==> src/rtl/spi_frame_ctrl.sv <==
// spi_frame_ctrl
// Frames 4-byte touch-controller reports received over an SPI byte interface.
// Each frame opens on a falling edge of the synchronized slave-select and
// carries a fixed report: touched, y[7:0], {x[3:0], y[11:8]}, x[11:4].
// Complete frames are committed to the x/y/touched outputs. Short frames,
// timeouts and overruns are counted as errors. While a frame is received,
// a 4-byte status reply is shifted back: {0xA5, seq, err count, flags}.
//
// Ports
//   clk, rst          system clock, synchronous active-high reset
//   ss_n              raw slave select (active-low, asynchronous to clk)
//   rx_valid, rx      one-clk byte strobe and received byte
//   tx                reply byte the byte interface shifts out next
//   x, y, touched     committed coordinates and touch byte
//   sample_valid      one-clk pulse when x/y/touched update
//   touch_active      debounced touch flag
//   frame_err_cnt     saturating count of errored frames
module spi_frame_ctrl #(
    parameter int TIMEOUT_CYCLES = 50000,
    parameter int DEBOUNCE_N     = 3
) (
    input  logic        clk,
    input  logic        rst,
    input  logic        ss_n,
    input  logic        rx_valid,
    input  logic [7:0]  rx,
    output logic [7:0]  tx,
    output logic [11:0] x,
    output logic [11:0] y,
    output logic [7:0]  touched,
    output logic        sample_valid,
    output logic        touch_active,
    output logic [7:0]  frame_err_cnt
);
    localparam int            TW          = $clog2(TIMEOUT_CYCLES + 1);
    localparam logic [TW-1:0] TIMEOUT_VAL = TW'(TIMEOUT_CYCLES);
    localparam logic [3:0]    DB_MAX      = 4'(DEBOUNCE_N);

    localparam logic [1:0] ERR_SHORT   = 2'b01;
    localparam logic [1:0] ERR_TIMEOUT = 2'b10;
    localparam logic [1:0] ERR_OVERRUN = 2'b11;

    typedef enum logic [2:0] {IDLE, RECV, COMMIT, WAIT_END, ERROR} state_t;

    state_t        state_q, state_d;
    logic          ss_meta_q, ss_s_q, ss_prev_q;
    logic          ss_fall, ss_rise;
    logic [2:0]    byte_cnt_q, byte_cnt_d;
    logic [TW-1:0] timer_q, timer_d;
    logic [31:0]   reply_q, reply_d;
    logic [7:0]    tx_q, tx_d;
    logic [11:0]   x_q, x_d, y_q, y_d;
    logic [7:0]    touched_q, touched_d;
    logic          sample_valid_q, sample_valid_d;
    logic          touch_active_q, touch_active_d;
    logic [3:0]    db_cnt_q, db_cnt_d;
    logic [7:0]    seq_q, seq_d;
    logic [1:0]    last_err_q, last_err_d;
    logic [7:0]    err_cnt_q, err_cnt_d;
    logic          end_pend_q, end_pend_d;
    logic          err_set;
    logic [1:0]    err_code;
    logic          buf_we;
    logic [7:0]    buf_q [4];
    logic [1:0]    next_slot;
    logic [7:0]    reply_next_byte;

    // Two-flop synchronizer plus one history flop for edge detection.
    always_ff @(posedge clk) begin
        if (rst) begin
            ss_meta_q <= 1'b1;
            ss_s_q    <= 1'b1;
            ss_prev_q <= 1'b1;
        end else begin
            ss_meta_q <= ss_n;
            ss_s_q    <= ss_meta_q;
            ss_prev_q <= ss_s_q;
        end
    end

    assign ss_fall = ss_prev_q & ~ss_s_q;
    assign ss_rise = ~ss_prev_q & ss_s_q;

    // Byte slots: plain storage, no reset needed; a partial frame is simply
    // overwritten by the next one.
    always_ff @(posedge clk) begin
        if (buf_we) begin
            buf_q[byte_cnt_q[1:0]] <= rx;
        end
    end

    // Reply byte that goes out after the byte currently being received.
    assign next_slot = byte_cnt_q[1:0] + 2'd1;
    always_comb begin
        case (next_slot)
            2'd1:    reply_next_byte = reply_q[23:16];
            2'd2:    reply_next_byte = reply_q[15:8];
            2'd3:    reply_next_byte = reply_q[7:0];
            default: reply_next_byte = reply_q[31:24];
        endcase
    end

    always_ff @(posedge clk) begin
        if (rst) begin
            state_q        <= IDLE;
            byte_cnt_q     <= 3'd0;
            timer_q        <= '0;
            reply_q        <= 32'd0;
            tx_q           <= 8'hA5;
            x_q            <= 12'd0;
            y_q            <= 12'd0;
            touched_q      <= 8'd0;
            sample_valid_q <= 1'b0;
            touch_active_q <= 1'b0;
            db_cnt_q       <= 4'd0;
            seq_q          <= 8'd0;
            last_err_q     <= 2'b00;
            err_cnt_q      <= 8'd0;
            end_pend_q     <= 1'b0;
        end else begin
            state_q        <= state_d;
            byte_cnt_q     <= byte_cnt_d;
            timer_q        <= timer_d;
            reply_q        <= reply_d;
            tx_q           <= tx_d;
            x_q            <= x_d;
            y_q            <= y_d;
            touched_q      <= touched_d;
            sample_valid_q <= sample_valid_d;
            touch_active_q <= touch_active_d;
            db_cnt_q       <= db_cnt_d;
            seq_q          <= seq_d;
            last_err_q     <= last_err_d;
            err_cnt_q      <= err_cnt_d;
            end_pend_q     <= end_pend_d;
        end
    end

    always_comb begin
        state_d        = state_q;
        byte_cnt_d     = byte_cnt_q;
        timer_d        = timer_q;
        reply_d        = reply_q;
        tx_d           = tx_q;
        x_d            = x_q;
        y_d            = y_q;
        touched_d      = touched_q;
        sample_valid_d = 1'b0;
        touch_active_d = touch_active_q;
        db_cnt_d       = db_cnt_q;
        seq_d          = seq_q;
        last_err_d     = last_err_q;
        err_cnt_d      = err_cnt_q;
        end_pend_d     = end_pend_q;
        err_set        = 1'b0;
        err_code       = 2'b00;
        buf_we         = 1'b0;

        case (state_q)
            IDLE: begin
                tx_d = 8'hA5;
                if (ss_fall) begin
                    state_d    = RECV;
                    byte_cnt_d = 3'd0;
                    timer_d    = '0;
                    end_pend_d = 1'b0;
                    reply_d    = {8'hA5, seq_q, err_cnt_q,
                                  touch_active_q, last_err_q, 5'b0};
                end
            end
            RECV: begin
                // A byte is handled before an SS rise in the same cycle.
                if (rx_valid) begin
                    buf_we     = 1'b1;
                    byte_cnt_d = byte_cnt_q + 3'd1;
                    timer_d    = '0;
                    if (byte_cnt_q == 3'd3) begin
                        state_d    = COMMIT;
                        tx_d       = 8'h00;
                        // Remember a coincident SS rise so WAIT_END can exit.
                        end_pend_d = ss_rise;
                    end else if (ss_rise) begin
                        err_set  = 1'b1;
                        err_code = ERR_SHORT;
                        state_d  = IDLE;
                        tx_d     = 8'hA5;
                    end else begin
                        tx_d = reply_next_byte;
                    end
                end else if (ss_rise) begin
                    state_d = IDLE;
                    tx_d    = 8'hA5;
                    if (byte_cnt_q != 3'd0) begin
                        err_set  = 1'b1;
                        err_code = ERR_SHORT;
                    end
                end else if (timer_q == TIMEOUT_VAL) begin
                    err_set  = 1'b1;
                    err_code = ERR_TIMEOUT;
                    state_d  = ERROR;
                    tx_d     = 8'h00;
                end else begin
                    timer_d = timer_q + TW'(1);
                end
            end
            COMMIT: begin
                touched_d      = buf_q[0];
                y_d            = {buf_q[2][3:0], buf_q[1]};
                x_d            = {buf_q[3], buf_q[2][7:4]};
                sample_valid_d = 1'b1;
                seq_d          = seq_q + 8'd1;
                if (buf_q[0] != 8'd0) begin
                    db_cnt_d = (db_cnt_q >= DB_MAX) ? DB_MAX : db_cnt_q + 4'd1;
                end else begin
                    db_cnt_d = 4'd0;
                end
                touch_active_d = (db_cnt_d == DB_MAX);
                tx_d           = 8'h00;
                end_pend_d     = end_pend_q | ss_rise;
                state_d        = WAIT_END;
                if (rx_valid) begin
                    err_set  = 1'b1;
                    err_code = ERR_OVERRUN;
                    state_d  = (end_pend_q || ss_rise) ? IDLE : ERROR;
                end
            end
            WAIT_END: begin
                tx_d = 8'h00;
                if (rx_valid) begin
                    err_set  = 1'b1;
                    err_code = ERR_OVERRUN;
                    state_d  = (end_pend_q || ss_rise) ? IDLE : ERROR;
                end else if (end_pend_q || ss_rise) begin
                    state_d = IDLE;
                end
                if (state_d == IDLE) begin
                    tx_d = 8'hA5;
                end
            end
            ERROR: begin
                tx_d = 8'h00;
                if (ss_rise) begin
                    state_d = IDLE;
                    tx_d    = 8'hA5;
                end
            end
            default: begin
                state_d = IDLE;
                tx_d    = 8'hA5;
            end
        endcase

        if (err_set) begin
            last_err_d = err_code;
            if (err_cnt_q != 8'hFF) begin
                err_cnt_d = err_cnt_q + 8'd1;
            end
        end
    end

    assign tx            = tx_q;
    assign x             = x_q;
    assign y             = y_q;
    assign touched       = touched_q;
    assign sample_valid  = sample_valid_q;
    assign touch_active  = touch_active_q;
    assign frame_err_cnt = err_cnt_q;

endmodule

==> config.mk <==
export PLATFORM = sky130hd
export DESIGN_NAME = spi_frame_ctrl
export DESIGN_NICKNAME = d
export VERILOG_FILES = /design/src/rtl/spi_frame_ctrl.sv
export SDC_FILE = /design/constraint.sdc
export NUM_CORES = 1
export LEC_CHECK = 0
export CELL_PAD_IN_SITES_DETAIL_PLACEMENT = 0
export CELL_PAD_IN_SITES_GLOBAL_PLACEMENT = 1
export CORE_UTILIZATION = 39
export DETAILED_ROUTE_END_ITERATION = 10
export PLACE_DENSITY = 0.78
export SLEW_MARGIN = 0
export SYNTH_ARGS = -nofsm -noshare
export SYNTH_HDL_FRONTEND = slang
export SYNTH_SLANG_ARGS = --single-unit
==> constraint.sdc <==
create_clock -name clk -period 2.06 [get_ports clk]
set_input_delay 0.412 -clock clk [delete_from_list [all_inputs] [get_ports clk]]
set_output_delay 0.412 -clock clk [all_outputs]
set_load 0.005 [all_outputs]
### Yosys cells after proc, flatten, opt, wreduce, memory -nomap -nowiden

Memories as Yosys holds them, arrays and structs flattened. A register that Yosys moved wholly into a read port is not among the register bits.
Index checks and enable logic that the tools add are counted.

| storage, ports and cells | value |
|---|---|
| memories | 1 |
| memory bits (writable) | 32 |
| flip-flop bits (word level) | 86 |
| input bits | 12 |
| logic and storage cells | 116 |

| cells by class | value |
|---|---|
| reductions and logical operators | 14 |
| order comparisons | 1 |
| equal/unequal tests | 17 |
| $add $sub $neg | 6 |
| multiplexer cells | 56 |
| bitwise operators | 5 |

Memories:

| memory | words | bits a word | rd ports | clocked after Yosys merged registers in | write ports | RTL line | source |
|---|---|---|---|---|---|---|---|
| buf_q | 4 | 8 | 4 | 3 | 1 | 64 | `logic [7:0] buf_q [4];` |

Operators by type and width:

| operator | number |
|---|---|
| 16-bit 2-to-1 mux | 4 |
| 8-bit 2-to-1 mux | 7 |
| 3-bit 2-to-1 mux | 13 |
| 16-bit one-hot mux with 2 select lines | 1 |
| 8-bit one-hot mux with 4 select lines | 1 |
| 8-bit one-hot mux with 3 select lines | 1 |
| 1-bit 2-to-1 mux | 17 |
| 16-bit by 1-bit adder with 16-bit output, second input constant | 1 |
| 8-bit by 1-bit adder with 8-bit output, second input constant | 2 |
| 16-bit equality test, second input constant | 1 |
| 3-bit one-hot mux with 5 select lines | 1 |
| 4-bit 2-to-1 mux | 3 |
| 3-bit by 2-bit equality test with 1-bit output, second input constant | 3 |
| 2-bit 2-to-1 mux | 4 |
| 8-bit inequality test, second input constant | 1 |
| 4-bit AND reduction | 2 |
| 8-bit nonzero test | 1 |
| 3-bit zero test | 2 |
| 2-bit inequality test, second input constant | 3 |
| 3-bit inequality test, second input constant | 2 |
| 3-bit one-hot mux with 2 select lines | 1 |
| 2-bit AND reduction | 3 |
| 3-bit nonzero test | 2 |
| 4-bit by 1-bit adder with 4-bit output, second input constant | 1 |
| 19 further kinds | 22 |

### Longest topological paths before layout

Gate-level depths: netlist of run 1.

| logic depth | value |
|---|---|
| depth after elaboration | 9 |
| mapped depth | 9 |
| gate-level depth less buffers | 7 |

### Worst setup path before layout of run 1

OpenSTA, ideal clock, no wires.

| timing | value |
|---|---|
| kind | reg-to-reg |
| start | reg byte_cnt_q[0] |
| end | reg err_cnt_q[5] (netlist: frame_err_cnt[5]) |
| buffers on the path | 1 |
| clock period less this slack | 2,094 ps |
| setup slack | -34 ps |
| stages on the path, launching flop included | 9 |
| arrival time | 1,973 ps |
| setup time | 121 ps |
| cells stage by stage | dfxtp_1 > inv_1 > ha_1 > clkbuf_1 > nor4bb_1 > o221ai_1 > o221ai_2 > nor4_1 > mux2_2 |

| between the ends | value |
|---|---|
| word-level cells in the longest chain between the ends | 6 |

RTL lines:

| item | RTL line | source |
|---|---|---|
| start: declaration | 48 | `logic [2:0] byte_cnt_q, byte_cnt_d;` |
| start signal: assignment | 122 | `byte_cnt_q <= byte_cnt_d;` |
| 3-bit nonzero test | 193 | `if (byte_cnt_q != 3'd0) begin` |
| 1-bit 2-to-1 mux | 193 |  |
| 1-bit 2-to-1 mux | 190 | `end else if (ss_rise) begin` |
| 1-bit 2-to-1 mux (*) | 173 | `if (rx_valid) begin` |
| 1-bit one-hot mux with 2 select lines (*) | 159 | `case (state_q)` |
| 2-bit AND reduction (no source line) (*) | n/a |  |
| end signal: assignment | 134 | `err_cnt_q <= err_cnt_d;` |
| end: declaration | 59 | `logic [7:0] err_cnt_q, err_cnt_d;` |

Mark *: on every way between the ends. The rest lies on a longest branch, timed or not.
A chain may end at the register's enable or synchronous reset.

### Final worst setup path of run 1

| timing | value |
|---|---|
| start | reg timer_q[2] |
| end | reg err_cnt_q[5] (netlist: frame_err_cnt[5]) |

| between the ends | value |
|---|---|
| word-level cells in the longest chain between the ends | 6 |

RTL lines:

| item | RTL line | source |
|---|---|---|
| start: declaration | 49 | `logic [TW-1:0] timer_q, timer_d;` |
| start signal: assignment | 123 | `timer_q <= timer_d;` |
| 16-bit equality test | 197 | `end else if (timer_q == TIMEOUT_VAL) begin` |
| 1-bit 2-to-1 mux | 197 |  |
| 1-bit 2-to-1 mux | 190 |  |
| 1-bit 2-to-1 mux | 173 |  |
| 1-bit one-hot mux with 2 select lines | 159 |  |
| 2-bit AND reduction (no source line) | n/a |  |

No other way between the ends.

==> results.py, run 1 <==
metrics = {
    "status": {
        "outcome": "finished with violations",
        "violations": "setup timing",
    },
    "grt": {
        "grtUsageTotal_pct": 19.94,
        "antenna_found_initial": 0,
        "grt_max_degree": 50,
        "grt_pass1_wl_um": 23240,
        "grt_overflow_total": 0,
        "first_global_vias": 4673,
    },
    "logic_synthesis": {
        "synth-seq-area-share_pct": 54.61,
        "ys_seq_elements": 142,
        "syn_avg_cell_area_um2": 9.223,
        "yosys_warnings": 0,
        "synth-adder-area-share_pct": 2.808,
        "syn_inst": 628,
        "synth_top_family_by_area": "simple AND/OR/NAND/NOR gates",
        "synth-edff-count": 32,
        "async_flop_share_pct": 0,
        "muxShareOfSynthArea_pct": 0.9073,
        "ys_types": 57,
        "ys.flop_type": "dfxtp_1",
        "synthSimpleGateAreaFrac_pct": 21.73,
        "syn-cell-area_um2": 5792,
        "synth_compound_area_share_pct": 15.06,
        "synth_xor_xnor_area_share_pct": 1.815,
        "syn_nets": 653,
    },
    "drt": {
        "ant_nets": 0,
        "drc_errors": 0,
        "vias": 4929,
        "drtIter0Drc": 207,
        "finalWirelength_um": 14250,
        "drt-pass1-iter-count": 5,
        "viasPerCell": 5.311,
        "wl_per_cell_um": 15.35,
    },
    "sta": {
        "maxSlewHeadroom_pct": 59.95,
        "rsz0062_at_grt": "yes",
        "finalClockSkew_ns": 0.009064,
        "drv_slew": 0,
        "post-route-min-period_ns": 2.107,
        "fin_ws_ns": -0.04700,
        "fmax_mhz": 474.6,
        "setup_viol": 4,
        "finalCritPeriodShare_pct": 102.3,
        "worstMarginPinSlew_ns": 0.5986,
        "finalHoldViolations": 0,
    },
    "floorplan": {
        "pin_count": 62,
        "row_count": 44,
        "die_x_um": 123.9,
        "start_util_pct": 39.85,
        "die_y_um": 123.9,
        "core_um2": 14530,
        "die_area_um2": 15340,
    },
    "layout": {
        "nFillCells": 1348,
        "final_cell_mix": "nand2_1, dfxtp_1, a21oi_1",
        "finalInstanceArea_um2": 7721,
        "antenna_cells": 0,
        "area_growth_pct": 33.31,
        "layout_commonest_cell": "nand2_1",
        "final_cells": 928,
        "multiInputGateArea_um2": 2547,
        "regArea_um2": 3167,
        "nNetsFinal": 756,
        "post_route_cells_drive_above_1_share_pct": 16.53,
    },
    "clock_network": {
        "ctsRootBufferMaster": "clkbuf_16",
        "postCtsHoldBufs": 0,
        "cts.sinks": 142,
        "clock_latency_ns": 0.42,
        "numCtsBuffers": 17,
        "clock_path_buffers": 2,
        "cts_tree": "yes",
        "cts.clk_slew.worst_paths_ns": 0.06,
        "cts-htree-levels": 4,
    },
    "worst_setup_path": {
        "path_class": "reg -> reg",
        "crit_end": "frame_err_cnt[5]",
        "cp.required_ns": 2.37,
        "end_kind": "register",
        "critical_path.max_fanout": 6,
        "regToRegSetupSlack_ns": -0.05,
        "r2r-end": "frame_err_cnt[5]",
        "r2r-start": "timer_q[2]",
        "cp.arrival_ns": 2.41,
        "crit_start": "timer_q[2]",
        "worstSetupStartpointType": "register",
        "rr_worst_depth": 5,
    },
    "job": {
        "drv_cap": 0,
    },
    "power_and_ir_drop": {
        "peakVddDrop_v": 0.0005203,
        "power.total_mw": 6.290,
        "power_density_nw_per_um2": 814.6,
        "leakagePower_nw": 2.677,
    },
    "placed_design": {
        "io_buffers": 61,
        "place_area_um2": 6997,
        "finalWeightedCongestion": 0.8200,
        "dp_hpwl_um": 9976,
        "dp.cells": 893,
    },
    "min_path": {
        "holdCritPathClass": "reg -> reg",
    },
}
Yosys cell counts (all sizes together) (7+ instances only):
cell     instances  area share [%]
nor2b            7            0.76
ha              13             2.8
nor3             8            0.69
or3             12             1.3
a21oi           84             7.3
o2111ai          7             1.1
nand3           18             1.6
nor2            39             2.5
nand2          131             8.5
dfxtp          110              38
clkbuf          35             2.3
nand4            8            0.86
nand2b           7            0.76
xor2            10             1.5
and2             7            0.76
edfxtp          32              17
o21ai           18             1.6
inv             10            0.65
flip-flops by register name, summed over array words and instances (netlist names), 12 cells and up:
register	count
reply_q	20
x	12
buf_q	32
y	12
timer_q	16
critical path, stage by stage (launching register included):
cell,delay [ns]
dfxtp_2,0.32
or4_4,0.54
nor4_4,0.32
o221ai_4,0.21
nor4_2,0.26
mux2_2,0.36
stage by stage:
stage	setup TNS [ns]	utilization (%)	hold WS (ns)	setup slack, ns
final	-0.1235	53.13	0.4099	-0.04700
after global routing	-0.5819	53.13	0.4481	-0.1096
after CTS	-0.4891	52.70	0.4148	-0.09095
after detailed placement	-3.594	48.14	0.4021	-0.1847
after global placement	-2.899	48.14	0.3957	-0.1499
after floorplan	0	-	0.3895	0.004664
kinds of logic (layout without fill, tap and decap cells):
kind of cell    Yosys count  after routing
compound gates          144            144
fa+ha+maj                13             13
xor+xnor                 12             12
flops                   142            142
mux                       5              5
simple gates            265            265
buf+inv                  47            163
timing repair:
item,in CTS,in global routing
pin swaps,5,8
gates resized for setup,8,15
setup buffers,2,1
cloned,1,0
setup endpoints to repair,6,21
per-layer routing:
layer | global-route usage (%) | wire (µm) | part of all wire, %
met1 | 25.74 | 6594 | 46
met2 | 31.49 | 6801 | 48
met4 | 9.111 | 221 | 1.6
met5 | 0 | 0 | 0
met3 | 4.762 | 630 | 4.4
where the power goes:
| group | switching (mW) | internal, mW |
|---|---|---|
| clock | 1.18 | 1.94 |
| combinational | 0.164 | 0.116 |
| sequential | 0.0143 | 2.87 |
| total | 1.36 | 4.93 |
final cells by class:
cell class / count / area share, %
clock buffer: 20 / 5.785
tap: 184 / 2.982
sequential: 142 / 41.01
multi-input combinational: 439 / 32.99
inverter: 10 / 0.4861
timing repair buffer: 121 / 14.67
clock inverter: 12 / 2.074
worst min path at each step:
stage / from / endpoint / slack (ns) / cells after the start
floorplan: ss_meta_q / ss_s_q / 0.39 / 1
global placement: ss_meta_q / ss_s_q / 0.40 / 1
detailed placement: ss_meta_q / ss_s_q / 0.40 / 1
CTS: ss_meta_q / ss_s_q / 0.41 / 1
global route: ss_meta_q / ss_s_q / 0.45 / 1
finish: ss_meta_q / ss_s_q / 0.41 / 1
(Power assumes the default switching activity.)
==> run 2, diff against run 1 <==
Settings changed: GPL_TIMING_DRIVEN from default to 0.
==> run 2 against run 1 <==
  * Count of clock-buffer cells in the layout shrank 3
  * Register-to-register slack lost 0.03 ns
  * Via count shrank 1.1%
  * Sequential power is essentially flat
  * Die area is the same
  * The flow still finishes with violations (setup timing)
  * Total power shrank 1.4%
==> results.py, run 2 (same netlist as run 1, synthesis figures left out) <==
metrics = {
    "layout": {
        "utilization_pct": 51.42,
        "area_growth_pct": 29.03,
        "layout_commonest_cell": "nand2_1",
        "nNetsFinal": 739,
        "largest_reg_flops": 32,
        "final_cells": 911,
        "antenna_cells": 0,
        "post_route_cells_drive_above_1_share_pct": 14.44,
        "final_cell_mix": "nand2_1, dfxtp_1, a21oi_1",
    },
    "sta": {
        "post-route-min-period_ns": 2.135,
        "drv_slew": 0,
        "finalCritPeriodShare_pct": 103.7,
        "worstMarginPinSlew_ns": 0.6562,
        "finalHoldViolations": 0,
        "maxSlewHeadroom_pct": 56.25,
        "finalClockSkew_ns": 0.01067,
        "setup_viol": 6,
        "fmax_mhz": 468.3,
        "fin_ws_ns": -0.07525,
        "rsz0062_at_grt": "yes",
    },
    "placed_design": {
        "dp.cells": 872,
        "pre_cts_slack_ns": -0.8192,
        "dp_hpwl_um": 10490,
        "io_buffers": 60,
        "finalWeightedCongestion": 0.8705,
    },
    "floorplan": {
        "die_area_um2": 15340,
        "die_y_um": 123.9,
        "pin_count": 62,
        "start_util_pct": 39.85,
        "die_x_um": 123.9,
        "row_count": 44,
        "core_um2": 14530,
    },
    "clock_network": {
        "clock_path_buffers": 2,
        "numCtsBuffers": 17,
        "clock_latency_ns": 0.42,
        "cts-htree-levels": 4,
        "cts.sinks": 142,
        "ctsRootBufferMaster": "clkbuf_16",
        "cts_tree": "yes",
        "cts.clk_slew.worst_paths_ns": 0.06,
    },
    "job": {
        "drv_cap": 0,
    },
    "power_and_ir_drop": {
        "power.total_mw": 6.200,
        "total_switching_power_mw": 1.514,
        "leakagePower_nw": 2.535,
        "combPwrFrac_pct": 4.2,
        "power.share.clock_pct": 49.4,
        "power_density_nw_per_um2": 829.6,
        "swShare_pct": 24.42,
        "peakVddDrop_v": 0.0006069,
        "power.internal_mw": 4.686,
        "seqPwrFrac_pct": 46.4,
    },
    "min_path": {
        "min_to": "ss_s_q",
        "holdCritPathClass": "reg -> reg",
        "holdPathStages": 1,
        "min_from": "ss_meta_q",
    },
    "worst_setup_path": {
        "regToRegSetupSlack_ns": -0.08,
        "rr_worst_depth": 6,
        "cp.arrival_ns": 2.44,
        "r2r-end": "frame_err_cnt[3]",
        "r2r-start": "timer_q[2]",
        "cp.required_ns": 2.37,
        "critical_path.max_fanout": 4,
        "worstSetupStartpointType": "register",
        "end_kind": "register",
        "path_class": "reg -> reg",
    },
    "status": {
        "outcome": "finished with violations",
        "violations": "setup timing",
    },
    "grt": {
        "grtUsageTotal_pct": 20.91,
        "grt_pass1_wl_um": 23870,
        "antenna_found_initial": 0,
        "grt_overflow_total": 0,
        "first_global_vias": 4697,
        "grt_max_degree": 17,
    },
    "drt": {
        "finalWirelength_um": 14940,
        "wl_per_cell_um": 16.40,
        "vias": 4877,
        "ant_nets": 0,
        "drtIter0Drc": 329,
        "viasPerCell": 5.353,
        "drt-pass1-iter-count": 5,
        "drc_errors": 0,
    },
}
==> run 2: changes by cell type in the layout (fill, tap and decap cells not counted), sizes merged <==
cell / change
buf: -50
bufinv: -2
clkbuf: +30
clkinv: -1
clkinvlp: -2
inv: +8
==> run 2: per-stage QoR <==
| stage | cell area (µm²) | hold WS [ns] | setup TNS (ns) |
|---|---|---|---|
| final | 7473 | 0.4178 | -0.2229 |
| after global routing | 7473 | 0.4250 | -0.7218 |
| after CTS | 7380 | 0.4222 | -0.5332 |
| after detailed placement | 6624 | 0.4048 | -46.28 |
| after global placement | 6624 | 0.3971 | -42.99 |
| after floorplan | 5793 | 0.3895 | 0 |
==> run 2: worst max path at each step <==
| stage | to | startpoint |
|---|---|---|
| 3_5_place_dp | touched[4] | state_q[1] |
| 5_1_grt | frame_err_cnt[2] | timer_q[2] |
| 4_1_cts | frame_err_cnt[5] | timer_q[5] |
| 6_report | frame_err_cnt[3] | timer_q[2] |
| 3_3_place_gp | touched[5] | state_q[1] |
| 2_1_floorplan | frame_err_cnt[5] | timer_q[2] |
==> run 2: power by group through the flow <==
stage	logic, mW	registers, mW	clock network [mW]
global placement	0.232	2.94	0
floorplan	0.137	2.94	0
finish	0.262	2.88	3.06
detailed placement	0.236	2.94	0
global route	0.286	2.88	3.26
CTS	0.254	2.88	3.12
==> run 2: final cells by class <==
class,count,area (µm²)
well taps,184,230.2
flip-flops and latches,142,3181
inverters,10,37.54
plain buffers,35,183.9
repair buffers,69,671.9
clock buffers,17,425.4
multi-input cells,439,2574
clock inverters,15,170.2
fillers,1381,7061
==> run 2: repair_timing <==
item,4_1_cts,5_1_grt
pin swaps,6,5
resized for setup,38,40
hold buffers,0,0
setup endpoints to repair,113,95
buffers inserted,7,2
==> run 2: critical path: stages, from the launching register on <==
cell and delay, ns:
dfxtp_4 0.34, or4_4 0.53, nor4_4 0.32, o221ai_4 0.19, buf_6 0.15, nor3_2 0.17
mux2_4 0.32
==> run 2: per-layer routing <==
layer  vias to the layer above  routed length (µm)  global-route usage [%]
li1                       2378                   -                       -
met5                         -                   0                       0
met2                       155                7092                   33.99
met1                      2325                6773                   26.46
met3                        19                 843                   5.769
met4                         0                 232                   7.605
==> run 3, diff against run 2 <==
Settings changed: CORE_ASPECT_RATIO from default to 0.9, CORE_UTILIZATION 39 to 46, PLACE_DENSITY 0.78 to 0.87.
Clock period 2.06 ns to 2.7 ns, I/O delays scaled along.
==> run 3 against run 2 <==
  * The run now ends clean
  * Cell count shrank 3.4%
  * Clock skew shrank 0.0052 ns
  * Clock power shrank 29%
  * Count of clock-buffer cells in the layout is the same
  * Sequential share of layout area grew 1.6 points
  * Non-clock buffer count shrank 7
  * First-iteration DRC count grew 22%
  * Wire length shrank 5.8%
  * Setup slack gained 0.37 ns
==> results.py, run 3 (same netlist as run 1, synthesis figures left out) <==
metrics = {
    "status": {
        "outcome": "finished clean",
    },
    "power_and_ir_drop": {
        "seqPwrFrac_pct": 48.2,
        "leakagePower_nw": 2.372,
        "power.total_mw": 4.562,
        "peakVddDrop_v": 0.0004452,
        "power_density_nw_per_um2": 637.4,
        "combPwrFrac_pct": 3.9,
        "power.internal_mw": 3.447,
        "total_switching_power_mw": 1.115,
        "power.share.clock_pct": 47.9,
        "swShare_pct": 24.44,
    },
    "clock_network": {
        "clock_latency_ns": 0.43,
        "cts-htree-levels": 4,
        "ctsRootBufferMaster": "clkbuf_16",
        "numCtsBuffers": 17,
        "cts.clk_slew.worst_paths_ns": 0.06,
        "clock_path_buffers": 2,
        "cts.sinks": 142,
        "postCtsHoldBufs": 0,
        "cts_tree": "yes",
    },
    "grt": {
        "grt_pass1_wl_um": 22450,
        "antenna_found_initial": 0,
        "grt_max_degree": 17,
        "grt_overflow_total": 0,
        "grtUsageTotal_pct": 22.66,
        "first_global_vias": 4429,
    },
    "drt": {
        "drtIter0Drc": 401,
        "drc_errors": 0,
        "drt-pass1-iter-count": 6,
        "finalWirelength_um": 14080,
        "ant_nets": 0,
        "vias": 4784,
        "viasPerCell": 5.436,
        "wl_per_cell_um": 16.00,
    },
    "floorplan": {
        "core_um2": 12170,
        "pin_count": 62,
        "die_area_um2": 13040,
        "die_y_um": 108.5,
        "die_x_um": 120.3,
        "start_util_pct": 47.58,
        "row_count": 38,
    },
    "worst_setup_path": {
        "cp.required_ns": 2.98,
        "path_cells": "inv_1 -> ha_1 -> clkbuf_2 -> nor4bb_1 -> o221ai_1 -> o221ai_2 -> buf_2 -> o41ai_1 -> a21oi_1",
        "end_kind": "register",
        "cp.arrival_ns": 2.68,
        "path_class": "reg -> reg",
        "path_delay_family": "compound AO/OA/AOI/OAI gates",
        "critical_path.max_fanout": 10,
        "max_stage_delay_ns": 0.45,
        "slowest_stage": "dfxtp_1",
        "worstSetupStartpointType": "register",
        "crit_buf_inv": 3,
    },
    "sta": {
        "fmax_mhz": 416.4,
        "maxSlewHeadroom_pct": 42.29,
        "worstMarginPinSlew_ns": 0.8577,
        "setup_viol": 0,
        "holdWs_ns": 0.4370,
        "drv_slew": 0,
        "finalCritPeriodShare_pct": 88.94,
        "finalClockSkew_ns": 0.005486,
        "post-route-min-period_ns": 2.401,
        "finalHoldViolations": 0,
        "rsz0062_at_grt": "no",
    },
    "layout": {
        "nNetsFinal": 732,
        "largest_reg_flops": 32,
        "final_cell_mix": "nand2_1, dfxtp_1, a21oi_1",
        "post_route_cells_drive_above_1_share_pct": 6.944,
        "area_growth_pct": 23.57,
        "layout_commonest_cell": "nand2_1",
        "antenna_cells": 0,
        "utilization_pct": 58.80,
    },
    "min_path": {
        "holdCritPathClass": "reg -> reg",
    },
    "placed_design": {
        "finalWeightedCongestion": 0.8970,
        "dp_hpwl_um": 9998,
        "io_buffers": 60,
    },
    "job": {
        "drv_cap": 0,
    },
}
-- run 3: worst register-to-register path, cell delays in order (launching register included) --
cell      delay, ns
dfxtp_1        0.45
inv_1          0.13
ha_1           0.23
clkbuf_2       0.21
nor4bb_1       0.20
o221ai_1       0.21
o221ai_2       0.18
buf_2          0.22
o41ai_1        0.33
a21oi_1        0.11
-- run 3: routing by layer --
metal / global-route usage, % / part of all wire (%)
met2: 34.81 / 45
met5: 0 / 0
met4: 7.407 / 1.1
met1: 31.07 / 49
met3: 5.907 / 5.1
-- run 3: what timing repair did --
action,in CTS,in global routing
resized for setup,2,4
setup buffers,0,0
endpoints found under the setup margin,6,3
-- run 3: cell type report --
cell class	instances	area, µm²
fillers	1087	5015
plain buffers	37	142.6
repair buffers	60	600.6
clock inverters	15	126.4
clock buffers	17	425.4
multi-input cells	439	2461
flip-flops and latches	142	3163
inverters	10	37.54
well taps	160	200.2
-- run 3: worst paths after layout --
check / slack [ns] / endpoint / start / cells past startpoint
worst max-delay path: 0.30 / frame_err_cnt[7] / byte_cnt_q[0] / 9
worst min-delay path: 0.44 / ss_s_q / ss_meta_q / 1
worst max register to register: 0.30 / frame_err_cnt[7] / byte_cnt_q[0] / 9
worst min register to register: 0.44 / ss_s_q / ss_meta_q / 1
-- run 3: power groups by stage --
stage	Clock [mW]	Sequential, mW	Combinational [mW]
finish	2.18	2.20	0.180
CTS	2.21	2.20	0.179
floorplan	0	2.24	0.104
global placement	0	2.24	0.174
detailed placement	0	2.24	0.178
global route	2.30	2.20	0.199
-- run 3: through the flow --
| stage | setup TNS, ns | area (µm²) | instances | worst slack, ns |
|---|---|---|---|---|
| 2_1_floorplan | 0 | 5792 | 628 | 0.6062 |
| 3_3_place_gp | 0 | 6593 | 848 | 0.008802 |
| 3_5_place_dp | -0.08302 | 6593 | 848 | -0.03476 |
| 4_1_cts | 0 | 7154 | 880 | 0.1775 |
| 5_1_grt | 0 | 7157 | 880 | 0.04281 |
| 6_report | 0 | 7157 | 880 | 0.2987 |
